`config.mk`:
```
export PLATFORM = sky130hd
export DESIGN_NAME = memory_arbiter
export DESIGN_NICKNAME = d
export VERILOG_FILES = /design/src/rtl/memory_arbiter.sv
export SDC_FILE = /design/constraint.sdc
export NUM_CORES = 1
export LEC_CHECK = 0
export CELL_PAD_IN_SITES_DETAIL_PLACEMENT = 0
export CELL_PAD_IN_SITES_GLOBAL_PLACEMENT = 1
export CORE_UTILIZATION = 35
export DETAILED_ROUTE_END_ITERATION = 8
export PLACE_DENSITY = 0.89
export RECOVER_POWER = 100
export SLEW_MARGIN = 5
export SYNTH_ARGS = -nofsm -noshare
export SYNTH_HDL_FRONTEND = slang
export SYNTH_SLANG_ARGS = --single-unit
```
`constraint.sdc`:
```
create_clock -name clk -period 3.45 [get_ports clk]
set_input_delay 0.69 -clock clk [delete_from_list [all_inputs] [get_ports clk]]
set_output_delay 0.69 -clock clk [all_outputs]
set_load 0.03 [all_outputs]
```
`src/rtl/memory_arbiter.sv`:
```
// memory_arbiter: shares one pipelined memory port between fetch and data.
// Data wins by default; a starvation counter forces a fetch grant.
module memory_arbiter #(
  parameter int unsigned STARVE_LIMIT = 4
) (
  input  logic        clk,
  input  logic        n_reset,
  input  logic        i_req,
  input  logic [31:0] i_addr,
  output logic        i_gnt,
  output logic        i_rvalid,
  output logic [31:0] i_rdata,
  output logic        i_abort,
  input  logic        d_req,
  input  logic        d_write,
  input  logic [31:0] d_addr,
  input  logic [31:0] d_wdata,
  input  logic        d_size,
  output logic        d_gnt,
  output logic        d_rvalid,
  output logic [31:0] d_rdata,
  output logic        d_abort,
  output logic [31:0] addr,
  output logic [31:0] wdata,
  input  logic [31:0] rdata,
  input  logic        abort,
  output logic        write,
  output logic        size,
  output logic [1:0]  prot,
  output logic [1:0]  trans
);

  localparam logic [1:0] OWN_NONE  = 2'd0;
  localparam logic [1:0] OWN_FETCH = 2'd1;
  localparam logic [1:0] OWN_DATA  = 2'd2;
  localparam logic [3:0] LIMIT     = 4'(STARVE_LIMIT);

  logic [3:0]  starve_cnt;
  logic        starved;
  logic [1:0]  addr_owner;
  logic [1:0]  resp_owner;
  logic [1:0]  next_owner;
  logic [31:0] nxt_addr;
  logic        nxt_write;
  logic [1:0]  nxt_prot;
  logic        seq;
  logic [31:0] i_rdata_q;
  logic [31:0] d_rdata_q;

  assign starved = i_req && (starve_cnt == LIMIT);
  assign d_gnt   = n_reset && d_req && !starved;
  assign i_gnt   = n_reset && i_req && !d_gnt;

  always_comb begin
    next_owner = OWN_NONE;
    unique case (1'b1)
      d_gnt:   next_owner = OWN_DATA;
      i_gnt:   next_owner = OWN_FETCH;
      default: next_owner = OWN_NONE;
    endcase
  end

  assign nxt_addr  = d_gnt ? d_addr : i_addr;
  assign nxt_write = d_gnt & d_write;
  assign nxt_prot  = d_gnt ? 2'b01 : 2'b00;

  // Sequential only when continuing the previous cycle's live burst.
  assign seq = (trans != 2'b00)
            && (prot == nxt_prot)
            && (write == nxt_write)
            && (nxt_addr == addr + 32'd1);

  always_ff @(posedge clk or negedge n_reset) begin
    if (!n_reset) begin
      addr  <= '0;
      wdata <= '0;
      write <= 1'b0;
      size  <= 1'b0;
      prot  <= 2'b00;
      trans <= 2'b00;
    end else if (next_owner != OWN_NONE) begin
      addr  <= nxt_addr;
      write <= nxt_write;
      size  <= d_gnt ? d_size : 1'b1;
      prot  <= nxt_prot;
      trans <= seq ? 2'b11 : 2'b10;
      if (d_gnt) wdata <= d_wdata;
    end else begin
      trans <= 2'b00;
    end
  end

  always_ff @(posedge clk or negedge n_reset) begin
    if (!n_reset) begin
      addr_owner <= OWN_NONE;
      resp_owner <= OWN_NONE;
      starve_cnt <= '0;
    end else begin
      addr_owner <= next_owner;
      resp_owner <= addr_owner;
      if (!i_req || i_gnt)
        starve_cnt <= '0;
      else if (d_gnt && starve_cnt != LIMIT)
        starve_cnt <= starve_cnt + 4'd1;
    end
  end

  assign i_rvalid = (resp_owner == OWN_FETCH);
  assign d_rvalid = (resp_owner == OWN_DATA);
  assign i_abort  = i_rvalid & abort;
  assign d_abort  = d_rvalid & abort;
  assign i_rdata  = i_rvalid ? rdata : i_rdata_q;
  assign d_rdata  = d_rvalid ? rdata : d_rdata_q;

  always_ff @(posedge clk or negedge n_reset) begin
    if (!n_reset) begin
      i_rdata_q <= '0;
      d_rdata_q <= '0;
    end else begin
      if (i_rvalid) i_rdata_q <= rdata;
      if (d_rvalid) d_rdata_q <= rdata;
    end
  end

endmodule
```
* After elaboration in Yosys (flattened, before gate mapping)
Cells that the tools add are included.
** Storage, ports and cells
- Register bits :: 142
- Input bits :: 135
** Cells by class
- $add $sub $neg :: 2
- Eq/ne operators :: 7
- Muxes and demuxes :: 10
- Bitwise logic cells :: 3
- Reductions and logical operators :: 17
** Operator list (number)
- 32-bit 2-to-1 mux :: 3
- 32-bit by 1-bit adder with 32-bit output (second input constant) :: 1
- 32-bit == test :: 1
- 1-bit logical AND :: 9
- 4-bit 2-to-1 mux :: 2
- 2-bit nonzero test :: 3
- 4-bit by 1-bit adder with 4-bit output (second input constant) :: 1
- 4-bit by 3-bit == test with 1-bit output (second input constant) :: 1
- 4-bit by 3-bit inequality test with 1-bit output (second input constant) :: 1
- 2-bit one-hot mux with 2 select lines :: 1
- 1-bit AND :: 3
- 1-bit zero test :: 3
- 1-bit 2-to-1 mux :: 3
- 2-bit by 1-bit == test with 1-bit output :: 1
- 2-bit by 1-bit == test with 1-bit output (second input constant) :: 1
- 2-bit == test (second input constant) :: 1
- 2-bit 2-to-1 mux :: 1
- 2-bit AND reduction :: 1
- 1-bit == test :: 1
- 1-bit logical OR :: 1

* Depth between registers and ports, before layout
- Depth after elaboration :: 11
- Gate-level depth with buffers :: 13
- Gate-level depth less buffers :: 11

* Least setup slack after synthesis
OpenSTA, ideal clock, no wires.
- Path type :: reg2reg
- Start :: reg addr[4]
- End :: reg trans[0]
- Setup time :: 0.067 ns
- Arrival :: 2.510 ns
- Data required time :: 3.383 ns
- Slack :: 0.873 ns
- Stages on the path, launching flop included :: 10
- Path through :: dfrtp_1 -> nand3_1 -> or3_1 -> buf_2 -> nor2_1 -> xor2_1 -> a2111oi_2 -> o2111ai_1 -> nor4_1 -> and3_1
** Between the ends
- Cells in the longest elaborated chain, start to end :: 5
** RTL lines
- start: declaration :: line 23 : output logic [31:0] addr,
- start signal: assignment :: line 82 : addr <= nxt_addr;
- 32-bit by 1-bit adder with 32-bit output :: line 71 : && (nxt_addr == addr + 32'd1);
- 32-bit == test :: line 71
- 1-bit logical AND :: line 71
- 1-bit 2-to-1 mux :: line 86 : trans <= seq ? 2'b11 : 2'b10;
- 2-bit 2-to-1 mux :: line 81 : end else if (next_owner != OWN_NONE) begin
- end signal: assignment :: line 86
- end: declaration :: line 30 : output logic [1:0] trans
No other way between the ends.
A chain may end at the register's enable or synchronous reset.

* Worst setup path in the final report
- Start :: in d_req
- End :: out d_gnt
** Between the ends
- Cells in the longest elaborated chain, start to end :: 2
** RTL lines
- start: declaration :: line 14 : input logic d_req,
- 1-bit logical AND (2 in series) :: line 51 : assign d_gnt = n_reset && d_req && !starved;
- end: declaration :: line 19 : output logic d_gnt,
No other way between the ends.

==> flow_summary.ini <==
[outcome]
status = finished clean

[finish]
syn2layout_area_growth_pct = 54.1
fin_nets = 1041
final_core_util_pct = 55.3
fin_area_um2 = 10400
ff_latch_area_um2 = 3530
multi_input_area_um2 = 3030
n_antenna_cell = 0
drive_gt1_share_pct = 10.4
fillerInstances = 1640

[drt]
via_per_inst = 4.88
drc = 0
drt_iter0_drc = 201
wl_per_cell_um = 17.5
postRouteWirelength_mm = 20.1
ant_nets = 0
num_vias = 5617
dr.pass1.iters = 4

[worst_hold_path]
min_to = resp_owner[0]
hold_class = reg2reg
hold_path_depth = 0
min-delay-start = addr_owner[0]

[floorplanning]
die_h_um = 141
num_rows = 50
die_width_um = 141
ios = 275
die_area_um2 = 19800
core_area_um2 = 18800
start_util_pct = 35.9

[setup_path]
r2r_slack_ns = 0.43
reg2reg_to = trans[0]
cp_max_fo = 25
timing.rr.start = starve_cnt[0]
rr_worst_depth = 12
crit_required_ns = 2.76
path_class = in2out
startpoint_type = input pin
crit_path_end_kind = primary output
critPathArrivalTime_ns = 2.53

[grt]
grt_pass1_wl_mm = 31.6
gr-usage-all-layers_pct = 20.9
grt_pass1_vias = 5773
grt-ovfl-total = 0
grt_max_degree = 72
antenna_found_initial = 1

[synthesis]
ys.warnings.count = 0
syn_inst = 625
yosys_most_used_dff = dfrtp_1
synth.distinct_cells = 54
yosysSeqAreaShare_pct = 52.4
synthesis.area_um2 = 6740
synthArstFlopShare_pct = 100
synth_nets = 763
synth-seq-cells = 141
synth-edff-count = 0
avgSynthCellArea_um2 = 10.8

[timing]
fin_setup_tns_ns = 0
final-setup-viol-count = 0
fin_crit_ns = 3.22
fin_hold_ws_ns = 0.351
fmax_mhz = 311
post-route-period-util_pct = 93.3
slew_violations = 0
tightestPinTransition_ns = 1.31
max_slew_margin_pct = 12.4
rsz0062_at_grt = no
fin_skew_ns = 0.00682
hold_viol = 0

[clock_network]
htree_num_levels = 4
cts_setup_buffers = 0
cts.sinks = 141
cts_buffers = 17
clock_latency_ns = 0.41
cts_buffer_depth = 2
cts_resized = 0
hold_buffers = 0
clk_pin_slew_ns = 0.06
root_buffer = clkbuf_16
cts_tree = yes

[power_and_ir_drop]
p_leak_nw = 4.51
peakVddDrop_mv = 0.291
power_density_nw_per_um2 = 556
power_mw = 5.78

[flow_run]
timing.max_cap.violations = 0

[placed_design]
dpl.hpwl_mm = 15.1
gp_congestion = 0.861
dpl-instance-area_um2 = 9810
io_buffer_count = 273
==> registers in the layout, summed over array words and instances (netlist names) <==
register / cells
size: 1
prot: 1
i_rdata_q: 32
wdata: 32
resp_owner: 2
d_rdata_q: 32
addr: 32
addr_owner: 2
starve_cnt: 4
write: 1
trans: 2
==> cell type report <==
cell class              count  area share, %
well taps                 234           2.82
multi-input cells         442           29.2
flip-flops and latches    141           34.0
repair buffers            289           27.5
clock buffers              20           4.30
inverters                  12          0.446
clock inverters            12           1.76
==> layout by cell type, fill, tap and decap left out, types with 2 or more instances in the layout <==
cell,Yosys,final
clkbuf_2,0,2
inv_1,10,10
clkinv_2,0,2
a211oi_1,2,2
xor2_1,16,16
and2_0,0,2
nand3_1,13,13
clkinvlp_4,0,3
clkdlybuf4s50_1,0,134
buf_12,0,2
dfrtp_1,141,141
ha_1,3,3
clkbuf_16,0,17
dlygate4sd3_1,0,138
xnor3_1,2,2
inv_6,0,3
bufinv_16,0,4
nand4_1,4,4
and4_1,4,4
nor2b_1,7,6
o211ai_1,3,3
and2_1,8,6
nor2_1,10,10
nand2_1,148,149
o22a_1,2,2
nor4_1,3,3
mux2i_1,38,38
o22ai_1,5,5
buf_4,3,9
a31oi_1,2,2
nor3_1,8,8
and3_1,9,9
mux2_1,0,23
clkbuf_1,16,6
mux2_2,64,41
nor3_2,2,2
o2111ai_1,3,3
o21ai_0,36,36
xnor2_1,29,29
==> cells by family after synthesis <==
logic type / after synthesis / share of synthesized area (%)
xor gates and xnor gates: 47 / 6.52
adders and majority gates: 3 / 0.557
and+or+nand+nor: 229 / 15.8
AOI/OAI and AO/OA: 60 / 5.63
muxes: 102 / 16.3
buffers and inverters: 42 / 2.71
other: 1 / 0.0556
DFF: 141 / 52.4
==> routing by layer <==
layer	wire length (um)	up-vias	part of all wire [%]	track usage (%)
li1	-	2700	-	-
met1	8700	2639	43	26.4
met2	9440	237	47	33.8
met3	1480	39	7.4	6.25
met4	512	2	2.5	8.12
met5	13	-	0.065	0
==> worst max-delay path by stage <==
stage          startpoint       end  depth (start not counted)
2_1_floorplan     addr[4]  trans[0]                          9
3_3_place_gp        d_req  trans[0]                         11
3_5_place_dp        d_req  trans[0]                         11
4_1_cts             d_req     d_gnt                          6
5_1_grt             d_req  trans[0]                         11
6_report            d_req     d_gnt                          6
==> where the power goes <==
| group | switching [mW] | leakage, nW | internal (mW) |
|---|---|---|---|
| combinational | 1.02 | 2.50 | 0.740 |
| sequential | 0.152 | 1.71 | 1.91 |
| clock | 0.723 | 0.298 | 1.24 |
| total | 1.90 | 4.51 | 3.88 |
==> stage by stage <==
stage	worst slack (ns)	cells
final	0.232	1150
after CTS	0.226	1150
after global placement	0.153	1118
after detailed placement	0.0771	1118
after floorplan	0.873	625
after global routing	0.111	1150
==> synthesized netlist by cell type (all sizes together) (3+ instances only) <==
master | count | area (um^2)
and2 | 8 | 50.1
and3 | 9 | 56.3
and4 | 4 | 35.0
buf | 14 | 77.6
clkbuf | 16 | 60.1
dfrtp | 141 | 3530
ha | 3 | 37.5
inv | 11 | 41.3
mux2 | 64 | 721
mux2i | 38 | 380
nand2 | 149 | 562
nand3 | 13 | 65.1
nand4 | 5 | 37.5
nor2 | 10 | 37.5
nor2b | 7 | 43.8
nor3 | 11 | 76.3
nor4 | 4 | 31.3
o2111ai | 3 | 26.3
o211ai | 3 | 22.5
o21ai | 36 | 180
o22ai | 5 | 31.3
xnor2 | 29 | 254
xor2 | 16 | 140
==> worst max-delay path, cell delays in order <==
cell             delay, ns
clkdlybuf4s50_1       0.47
and2_1                0.16
nand2_1               0.13
clkinv_2              0.13
buf_12                0.21
clkdlybuf4s50_1       0.73
(Power assumes the default switching activity.)
